### src/rtl/ctrl_pkg.sv
// rtl/ctrl_pkg.sv - shared encodings for the multicycle controller
package ctrl_pkg;

  typedef enum logic [2:0] {
    S_FETCH  = 3'd0,
    S_DECODE = 3'd1,
    S_EXEC   = 3'd2,
    S_MEM    = 3'd3,
    S_WB     = 3'd4
  } state_t;

  localparam logic [5:0] OP_RTYPE = 6'h00;
  localparam logic [5:0] OP_J     = 6'h02;
  localparam logic [5:0] OP_JAL   = 6'h03;
  localparam logic [5:0] OP_BEQ   = 6'h04;
  localparam logic [5:0] OP_BNE   = 6'h05;
  localparam logic [5:0] OP_LW    = 6'h23;
  localparam logic [5:0] OP_SW    = 6'h2B;
  // addi..lui (0x08-0x0F) all share this top field
  localparam logic [2:0] OP_IALU_HI = 3'b001;

  localparam logic [5:0] FN_SLL  = 6'h00;
  localparam logic [5:0] FN_SRL  = 6'h02;
  localparam logic [5:0] FN_SRA  = 6'h03;
  localparam logic [5:0] FN_SLLV = 6'h04;
  localparam logic [5:0] FN_SRLV = 6'h06;
  localparam logic [5:0] FN_SRAV = 6'h07;
  localparam logic [5:0] FN_JR   = 6'h08;
  localparam logic [5:0] FN_ADD  = 6'h20;
  localparam logic [5:0] FN_ADDU = 6'h21;
  localparam logic [5:0] FN_SUB  = 6'h22;
  localparam logic [5:0] FN_SUBU = 6'h23;
  localparam logic [5:0] FN_AND  = 6'h24;
  localparam logic [5:0] FN_OR   = 6'h25;
  localparam logic [5:0] FN_XOR  = 6'h26;
  localparam logic [5:0] FN_NOR  = 6'h27;
  localparam logic [5:0] FN_SLT  = 6'h2A;
  localparam logic [5:0] FN_SLTU = 6'h2B;
  localparam logic [2:0] FN_SHIFT_HI = 3'b000;

  localparam logic [1:0] PC_SEQ    = 2'b00;
  localparam logic [1:0] PC_BRANCH = 2'b01;
  localparam logic [1:0] PC_JUMP   = 2'b10;
  localparam logic [1:0] PC_REG    = 2'b11;

  localparam logic [1:0] ALU_MEM    = 2'b00;
  localparam logic [1:0] ALU_BRANCH = 2'b01;
  localparam logic [1:0] ALU_FUNC   = 2'b10;

  function automatic logic rfunc_legal(input logic [5:0] f);
    case (f)
      FN_SLL, FN_SRL, FN_SRA, FN_SLLV, FN_SRLV, FN_SRAV, FN_JR,
      FN_ADD, FN_ADDU, FN_SUB, FN_SUBU, FN_AND, FN_OR, FN_XOR,
      FN_NOR, FN_SLT, FN_SLTU: return 1'b1;
      default: return 1'b0;
    endcase
  endfunction

endpackage

### src/rtl/mc_decode.sv
// rtl/mc_decode.sv - combinational classification of the latched instruction
module mc_decode
  import ctrl_pkg::*;
(
  input  logic [5:0] op,
  input  logic [5:0] func,
  output logic       r_type,
  output logic       i_alu,
  output logic       lw,
  output logic       sw,
  output logic       beq,
  output logic       bne,
  output logic       j,
  output logic       jal,
  output logic       jr,
  output logic       shift,
  output logic       legal
);

  assign r_type = (op == OP_RTYPE);
  assign i_alu  = (op[5:3] == OP_IALU_HI);
  assign lw     = (op == OP_LW);
  assign sw     = (op == OP_SW);
  assign beq    = (op == OP_BEQ);
  assign bne    = (op == OP_BNE);
  assign j      = (op == OP_J);
  assign jal    = (op == OP_JAL);
  assign jr     = r_type && (func == FN_JR);
  assign shift  = r_type && (func[5:3] == FN_SHIFT_HI);

  assign legal = (r_type && rfunc_legal(func)) || i_alu || lw || sw ||
                 beq || bne || j || jal;

endmodule

### src/rtl/mc_control.sv
// rtl/mc_control.sv - multicycle MIPS-style controller with memory-wait timeout
module mc_control
  import ctrl_pkg::*;
#(
  parameter int MEM_WAIT_MAX = 15
)
(
  input  logic        clock,
  input  logic        reset,
  input  logic [5:0]  Opcode,
  input  logic [5:0]  Function_opcode,
  input  logic        Zero,
  input  logic        mem_ready,
  output logic        PCWrite,
  output logic        IRWrite,
  output logic        MemRead,
  output logic        MemWrite,
  output logic        RegWrite,
  output logic        ALUSrc,
  output logic        I_format,
  output logic        Sftmd,
  output logic        Jr,
  output logic [1:0]  ALUOp,
  output logic [1:0]  PCSrc,
  output logic [2:0]  state,
  output logic        illegal,
  output logic        mem_err,
  output logic [31:0] retired
);

  localparam int CW = $clog2(MEM_WAIT_MAX + 1);
  localparam logic [CW-1:0] WAIT_LAST = CW'(MEM_WAIT_MAX - 1);

  state_t       cur;
  logic [5:0]   op_q;
  logic [5:0]   func_q;
  logic [CW-1:0] wait_cnt;
  logic [31:0]  retired_q;

  logic d_r_type, d_i_alu, d_lw, d_sw, d_beq, d_bne, d_j, d_jal, d_jr;
  logic d_shift, d_legal;

  mc_decode u_decode (
    .op     (op_q),
    .func   (func_q),
    .r_type (d_r_type),
    .i_alu  (d_i_alu),
    .lw     (d_lw),
    .sw     (d_sw),
    .beq    (d_beq),
    .bne    (d_bne),
    .j      (d_j),
    .jal    (d_jal),
    .jr     (d_jr),
    .shift  (d_shift),
    .legal  (d_legal)
  );

  logic waiting;
  logic timeout;
  logic exec_to_fetch;

  assign waiting = (cur == S_FETCH) || (cur == S_MEM);
  // Final allowed cycle with mem_ready high is a success, so timeout needs it low
  assign timeout = waiting && !mem_ready && (wait_cnt == WAIT_LAST);
  assign exec_to_fetch = d_beq || d_bne || d_j || d_jr;

  always_ff @(posedge clock) begin
    if (reset) begin
      cur       <= S_FETCH;
      op_q      <= '0;
      func_q    <= '0;
      wait_cnt  <= '0;
      retired_q <= '0;
    end else begin
      wait_cnt <= '0;
      case (cur)
        S_FETCH: begin
          if (mem_ready) begin
            op_q   <= Opcode;
            func_q <= Function_opcode;
            cur    <= S_DECODE;
          end else if (timeout) begin
            cur <= S_FETCH;
          end else begin
            wait_cnt <= wait_cnt + 1'b1;
          end
        end
        S_DECODE: cur <= d_legal ? S_EXEC : S_FETCH;
        S_EXEC: begin
          if (d_lw || d_sw) begin
            cur <= S_MEM;
          end else if (exec_to_fetch) begin
            cur       <= S_FETCH;
            retired_q <= retired_q + 32'd1;
          end else begin
            cur <= S_WB;
          end
        end
        S_MEM: begin
          if (mem_ready) begin
            if (d_lw) begin
              cur <= S_WB;
            end else begin
              cur       <= S_FETCH;
              retired_q <= retired_q + 32'd1;
            end
          end else if (timeout) begin
            cur <= S_FETCH;
          end else begin
            wait_cnt <= wait_cnt + 1'b1;
          end
        end
        S_WB: begin
          cur       <= S_FETCH;
          retired_q <= retired_q + 32'd1;
        end
        default: cur <= S_FETCH;
      endcase
    end
  end

  assign state   = cur;
  assign retired = retired_q;

  // Strobes follow state and same-cycle handshake inputs; reset masks them all
  always_comb begin
    PCWrite  = 1'b0;
    IRWrite  = 1'b0;
    MemRead  = 1'b0;
    MemWrite = 1'b0;
    RegWrite = 1'b0;
    ALUSrc   = 1'b0;
    I_format = 1'b0;
    Sftmd    = 1'b0;
    Jr       = 1'b0;
    ALUOp    = ALU_MEM;
    PCSrc    = PC_SEQ;
    illegal  = 1'b0;
    mem_err  = 1'b0;
    if (!reset) begin
      case (cur)
        S_FETCH: begin
          MemRead = !timeout;
          mem_err = timeout;
          if (mem_ready) begin
            IRWrite = 1'b1;
            PCWrite = 1'b1;
            PCSrc   = PC_SEQ;
          end
        end
        S_DECODE: illegal = !d_legal;
        S_EXEC: begin
          if (d_lw || d_sw)              ALUOp = ALU_MEM;
          else if (d_beq || d_bne)       ALUOp = ALU_BRANCH;
          else if (d_r_type || d_i_alu)  ALUOp = ALU_FUNC;
          ALUSrc   = d_i_alu || d_lw || d_sw;
          I_format = d_i_alu;
          Sftmd    = d_shift;
          Jr       = d_jr;
          if (d_beq) begin
            PCWrite = Zero;
            PCSrc   = PC_BRANCH;
          end else if (d_bne) begin
            PCWrite = !Zero;
            PCSrc   = PC_BRANCH;
          end else if (d_j || d_jal) begin
            PCWrite = 1'b1;
            PCSrc   = PC_JUMP;
          end else if (d_jr) begin
            PCWrite = 1'b1;
            PCSrc   = PC_REG;
          end
        end
        S_MEM: begin
          MemRead  = d_lw && !timeout;
          MemWrite = !d_lw && !timeout;
          mem_err  = timeout;
        end
        S_WB: RegWrite = 1'b1;
        default: ;
      endcase
    end
  end

endmodule

### config.mk
export PLATFORM = sky130hd
export DESIGN_NAME = mc_control
export DESIGN_NICKNAME = d
export VERILOG_FILES = /design/src/rtl/ctrl_pkg.sv /design/src/rtl/mc_decode.sv /design/src/rtl/mc_control.sv
export SDC_FILE = /design/constraint.sdc
export NUM_CORES = 1
export LEC_CHECK = 0
export BUFFER_PORTS_ARGS = -buffer_cell sky130_fd_sc_hd__buf_2
export CORE_MARGIN = 1.5
export CORE_UTILIZATION = 50
export DETAILED_ROUTE_END_ITERATION = 8
export GPL_TIMING_DRIVEN = 0
export PLACE_DENSITY = 0.75
export RECOVER_POWER = 100
export SYNTH_ARGS = -nofsm -noshare
export SYNTH_HDL_FRONTEND = slang
export SYNTH_HIERARCHICAL = 1
export SYNTH_SLANG_ARGS = --single-unit
### constraint.sdc
create_clock -name clock -period 3.66 [get_ports clock]
set_input_delay 0.915 -clock clock [delete_from_list [all_inputs] [get_ports clock]]
set_output_delay 0.915 -clock clock [all_outputs]
set_load 0.01 [all_outputs]
==> tab_implementation.tex <==
\begin{tabular}{lr}
\hline
Metric & Value \\
\hline
\multicolumn{2}{l}{\textbf{Routing}} \\
Total number of vias & 2719 \\
First DRT Iteration DRCs & 156 \\
First-pass detailed-route iteration total & 4 \\
Detailed-route wire length per cell & 13.6 um \\
Total detailed-routing wirelength & 6640 um \\
Number of nets with antenna violations after routing & 0 \\
Remaining DRCs & 0 \\
Via/cell ratio & 5.58 \\
\multicolumn{2}{l}{\textbf{STA}} \\
Final count of hold timing violations & 0 \\
Number of failing setup endpoints in the final timing report & 0 \\
RSZ-0062 raised after global routing & false \\
Clk\_skew & 6.19 ps \\
Final period utilization & 96.6\% \\
Sum of negative setup slack & 0 ps \\
F\_max & 283 MHz \\
Remaining max-slew budget at the tightest pin & 45.4\% \\
Number of max-slew violations in the final report & 0 \\
Transition time of the tightest slew-check pin & 818 ps \\
Shortest clock period the worst path allows after layout & 3540 ps \\
\multicolumn{2}{l}{\textbf{Place}} \\
Hpwl dp & 4920 um \\
Post-Place Cells & 479 \\
Port Buf Inserts & 64 \\
Global placement routability congestion & 0.866 \\
\multicolumn{2}{l}{\textbf{Clocking}} \\
Clk buf depth & 2 \\
Clock latency at the later pin of the worst-skew pair & 300 ps \\
Cells resized by post-CTS repair & 0 \\
Clock tree root driver cell & sky130\_fd\_sc\_hd\_\_clkbuf\_8 \\
Deepest level of the CTS H-tree & 2 \\
Clk sinks & 51 \\
Num CTS Buffers & 5 \\
CTS tree & yes \\
Post-CTS setup repair buffer count & 0 \\
Cts hold-fix bufs & 0 \\
Clock transition at path regs & 90 ps \\
\multicolumn{2}{l}{\textbf{Critical path}} \\
Type of element capturing the critical path & output pin \\
Kind of start point of the critical path & flip-flop \\
Crit path from & op\_q[5] \\
Required time of the critical path & 2740 ps \\
Slowest-stage cell, CP & sky130\_fd\_sc\_hd\_\_or4\_4 \\
CP peak stage delay & 590 ps \\
Worst R2R Path Depth & 10 \\
R2r startpoint & op\_q[5] \\
Internal reg-to-reg setup slack & 470 ps \\
WP data arrival & 2620 ps \\
Kind of critical path & reg -> out \\
Cell-by-cell trace of the critical path & or4\_4 > nor3\_4 > nand2b\_2 > nor3\_4 > or3b\_2 > a21boi\_0 > buf\_2 \\
Cell with the most instances on the worst path & sky130\_fd\_sc\_hd\_\_nor3\_4 \\
Critical path depth in cells & 7 \\
Count of buffer and inverter cells on the critical path & 1 \\
End of the critical path & PCSrc[0] \\
Crit Reg-Reg Endpoint & retired[10] \\
Cell family contributing the most delay on the critical path & simple AND/OR/NAND/NOR gates \\
Worst-path fanout max & 8 \\
\multicolumn{2}{l}{\textbf{Synthesis}} \\
Distinct cells, synth & 52 \\
Sequential element share of the synthesized area & 37.2\% \\
Synthesized area & 2750 um2 \\
Dominant synthesized flop cell & sky130\_fd\_sc\_hd\_\_dfxtp\_1 \\
Number of nets produced by synthesis & 364 \\
Gate count of the mapped netlist & 345 \\
Area leader, netlist & sky130\_fd\_sc\_hd\_\_dfxtp\_1 \\
Fraction of synthesis flops using an asynchronous set or reset pin & 0\% \\
Avg Cell Area, Syn & 7.96 um2 \\
Proportion of netlist area held by the largest area contributor & 37.2\% \\
Synth area leaders & sky130\_fd\_sc\_hd\_\_dfxtp\_1 (37\%), sky130\_fd\_sc\_hd\_\_a21oi\_1 (6.0\%), sky130\_fd\_sc\_hd\_\_nor2\_1 (6.0\%), sky130\_fd\_sc\_hd\_\_nand2\_1 (5.5\%), sky130\_fd\_sc\_hd\_\_xor2\_1 (3.8\%) \\
Number of flops mapped to enable cells by yosys & 0 \\
Synth Register Bits & 51 \\
Yosys warning total & 6 \\
\multicolumn{2}{l}{\textbf{Global route}} \\
Global Route Usage Sum & 23.0\% \\
First-pass GRT wire length & 11300 um \\
Maximum number of pins on one net before global-route repair & 15 \\
Number of antenna violations at the first check in global routing & 0 \\
Via count of the first global-routing pass & 2513 \\
Sum of overflow across all layers after global routing & 0 \\
\multicolumn{2}{l}{\textbf{Power and ir drop}} \\
Fraction of power consumed by the clock network & 32.8\% \\
Peak ir drop on the vdd network & 173 uV \\
Sw frac & 25.4\% \\
Sequential share of power & 55.0\% \\
PwrDens & 333 nW/um2 \\
Int Power & 0.791 mW \\
Leakage power of the design & 1.07 nW \\
Proportion of power drawn by combinational gates & 12.2\% \\
Switching power & 0.269 mW \\
\multicolumn{2}{l}{\textbf{Cells and area}} \\
Share of final-layout standard cells stronger than drive strength 1 & 9.59\% \\
Diode insertion count for antenna repair & 0 \\
Highest-count cells in the layout ignoring fill and taps & sky130\_fd\_sc\_hd\_\_clkbuf\_1 (62), sky130\_fd\_sc\_hd\_\_dfxtp\_1 (51), sky130\_fd\_sc\_hd\_\_nor2\_1 (44), sky130\_fd\_sc\_hd\_\_nand2\_1 (40), sky130\_fd\_sc\_hd\_\_a21oi\_1 (33) \\
Filler cell count & 507 \\
Footprint of the flip-flops and latches & 1020 um2 \\
Area used by multi-input combinational logic & 1600 um2 \\
Most frequent standard cell in the layout excluding fill and tap cells & sky130\_fd\_sc\_hd\_\_clkbuf\_1 \\
Fin nets & 435 \\
Final cell count without fillers & 487 \\
Synth-to-layout area growth & 16.1\% \\
\multicolumn{2}{l}{\textbf{Floorplan}} \\
Placement row count & 26 \\
Die Span X & 77.1 um \\
Vertical extent of the die & 77.1 um \\
Standard cell core area & 5200 um2 \\
Die Area & 5950 um2 \\
Number of top-level design ports & 66 \\
Initial standard-cell utilization of the core & 52.8\% \\
\multicolumn{2}{l}{\textbf{Worst hold path}} \\
Worst hold path class & reg -> reg \\
\multicolumn{2}{l}{\textbf{Status}} \\
Result of the run & complete, no violations \\
\multicolumn{2}{l}{\textbf{Run}} \\
Maximum capacitance violations & 0 \\
\hline
\end{tabular}
## layout make-up
| class | instances | area share, % |
|---|---|---|
| Timing Repair Buffer | 64 | 8.20 |
| Sequential cell | 51 | 32.0 |
| Tap cell | 70 | 2.75 |
| Inverter | 7 | 0.824 |
| Multi-Input combinational cell | 269 | 50.3 |
| Buffer | 18 | 2.75 |
| Clock buffer | 8 | 3.14 |
## cell usage after synthesis (2+ instances only)
library cell,instances
sky130_fd_sc_hd__dfxtp_1,51
sky130_fd_sc_hd__nor2_1,44
sky130_fd_sc_hd__nand2_1,40
sky130_fd_sc_hd__a21oi_1,33
sky130_fd_sc_hd__o21ai_0,18
sky130_fd_sc_hd__clkbuf_1,14
sky130_fd_sc_hd__xor2_1,12
sky130_fd_sc_hd__nor3_1,11
sky130_fd_sc_hd__nand4_1,10
sky130_fd_sc_hd__or3_1,10
sky130_fd_sc_hd__and3_1,9
sky130_fd_sc_hd__o2111ai_1,9
sky130_fd_sc_hd__xnor2_1,9
sky130_fd_sc_hd__nand3_1,8
sky130_fd_sc_hd__inv_1,7
sky130_fd_sc_hd__nand3b_1,5
sky130_fd_sc_hd__nor2b_1,4
sky130_fd_sc_hd__nor3b_1,4
sky130_fd_sc_hd__a211oi_1,3
sky130_fd_sc_hd__and2_1,3
sky130_fd_sc_hd__ha_1,3
sky130_fd_sc_hd__nor4b_1,3
sky130_fd_sc_hd__a32oi_1,2
sky130_fd_sc_hd__buf_6,2
sky130_fd_sc_hd__nor3_4,2
sky130_fd_sc_hd__nor4_1,2
sky130_fd_sc_hd__o41ai_1,2
## power by group through the flow
stage	clock network (mW)	registers (mW)	logic (mW)
finish	0.348	0.583	0.130
global route	0.384	0.585	0.146
CTS	0.360	0.583	0.130
detailed placement	0	0.596	0.129
global placement	0	0.595	0.127
floorplan	0	0.594	0.0925
## worst min path at each step
stage / from / end / slack (ps) / cells past startpoint
final: func_q[4] / func_q[4] / 450 / 2
after global routing: func_q[4] / func_q[4] / 480 / 2
after CTS: func_q[4] / func_q[4] / 460 / 2
after detailed placement: func_q[4] / func_q[4] / 440 / 2
after global placement: func_q[4] / func_q[4] / 440 / 2
after floorplan: wait_cnt[0] / wait_cnt[0] / 430 / 1
## routing by layer
metal | routed length, um | track usage (%) | share of wire [%]
met4 | 66 | 6.36 | 0.99
met3 | 278 | 4.17 | 4.2
met5 | 0 | 0 | 0
met2 | 3190 | 38.8 | 48
met1 | 3110 | 30.0 | 47
## registers in the layout, indices dropped and copies added, names as in the netlist
register	count
retired	32
func_q	6
state	3
wait_cnt	4
op_q	6
## cell families (layout without fill, tap and decap cells)
family / count (synthesis) / after routing / synth area share (%)
buf+inv: 25 / 97 / 4.15
flops: 51 / 51 / 37.2
compound gates: 77 / 77 / 17.9
fa+ha+maj: 3 / 3 / 1.37
xor+xnor: 21 / 21 / 6.70
simple gates: 166 / 166 / 31.9
mux: 2 / 2 / 0.774
## worst min-delay path: cells and delay by family (launching register included)
kind | cells | cell delay (ps)
compound gates | 1 | 50
flops | 1 | 310
simple gates | 1 | 50
## per-stage QoR
step | total power, mW | hold WS [ps] | util, % | worst slack, ps | cell area, um2
after floorplan | 0.686 | 430 | - | 613 | 2750
after global placement | 0.722 | 444 | 60.6 | 449 | 3150
after detailed placement | 0.725 | 443 | 60.6 | 405 | 3150
after CTS | 1.07 | 455 | 62.5 | 72.9 | 3250
after global routing | 1.12 | 478 | 61.3 | 43.2 | 3190
final | 1.06 | 452 | 61.3 | 124 | 3190
(Power assumes the default switching activity.)
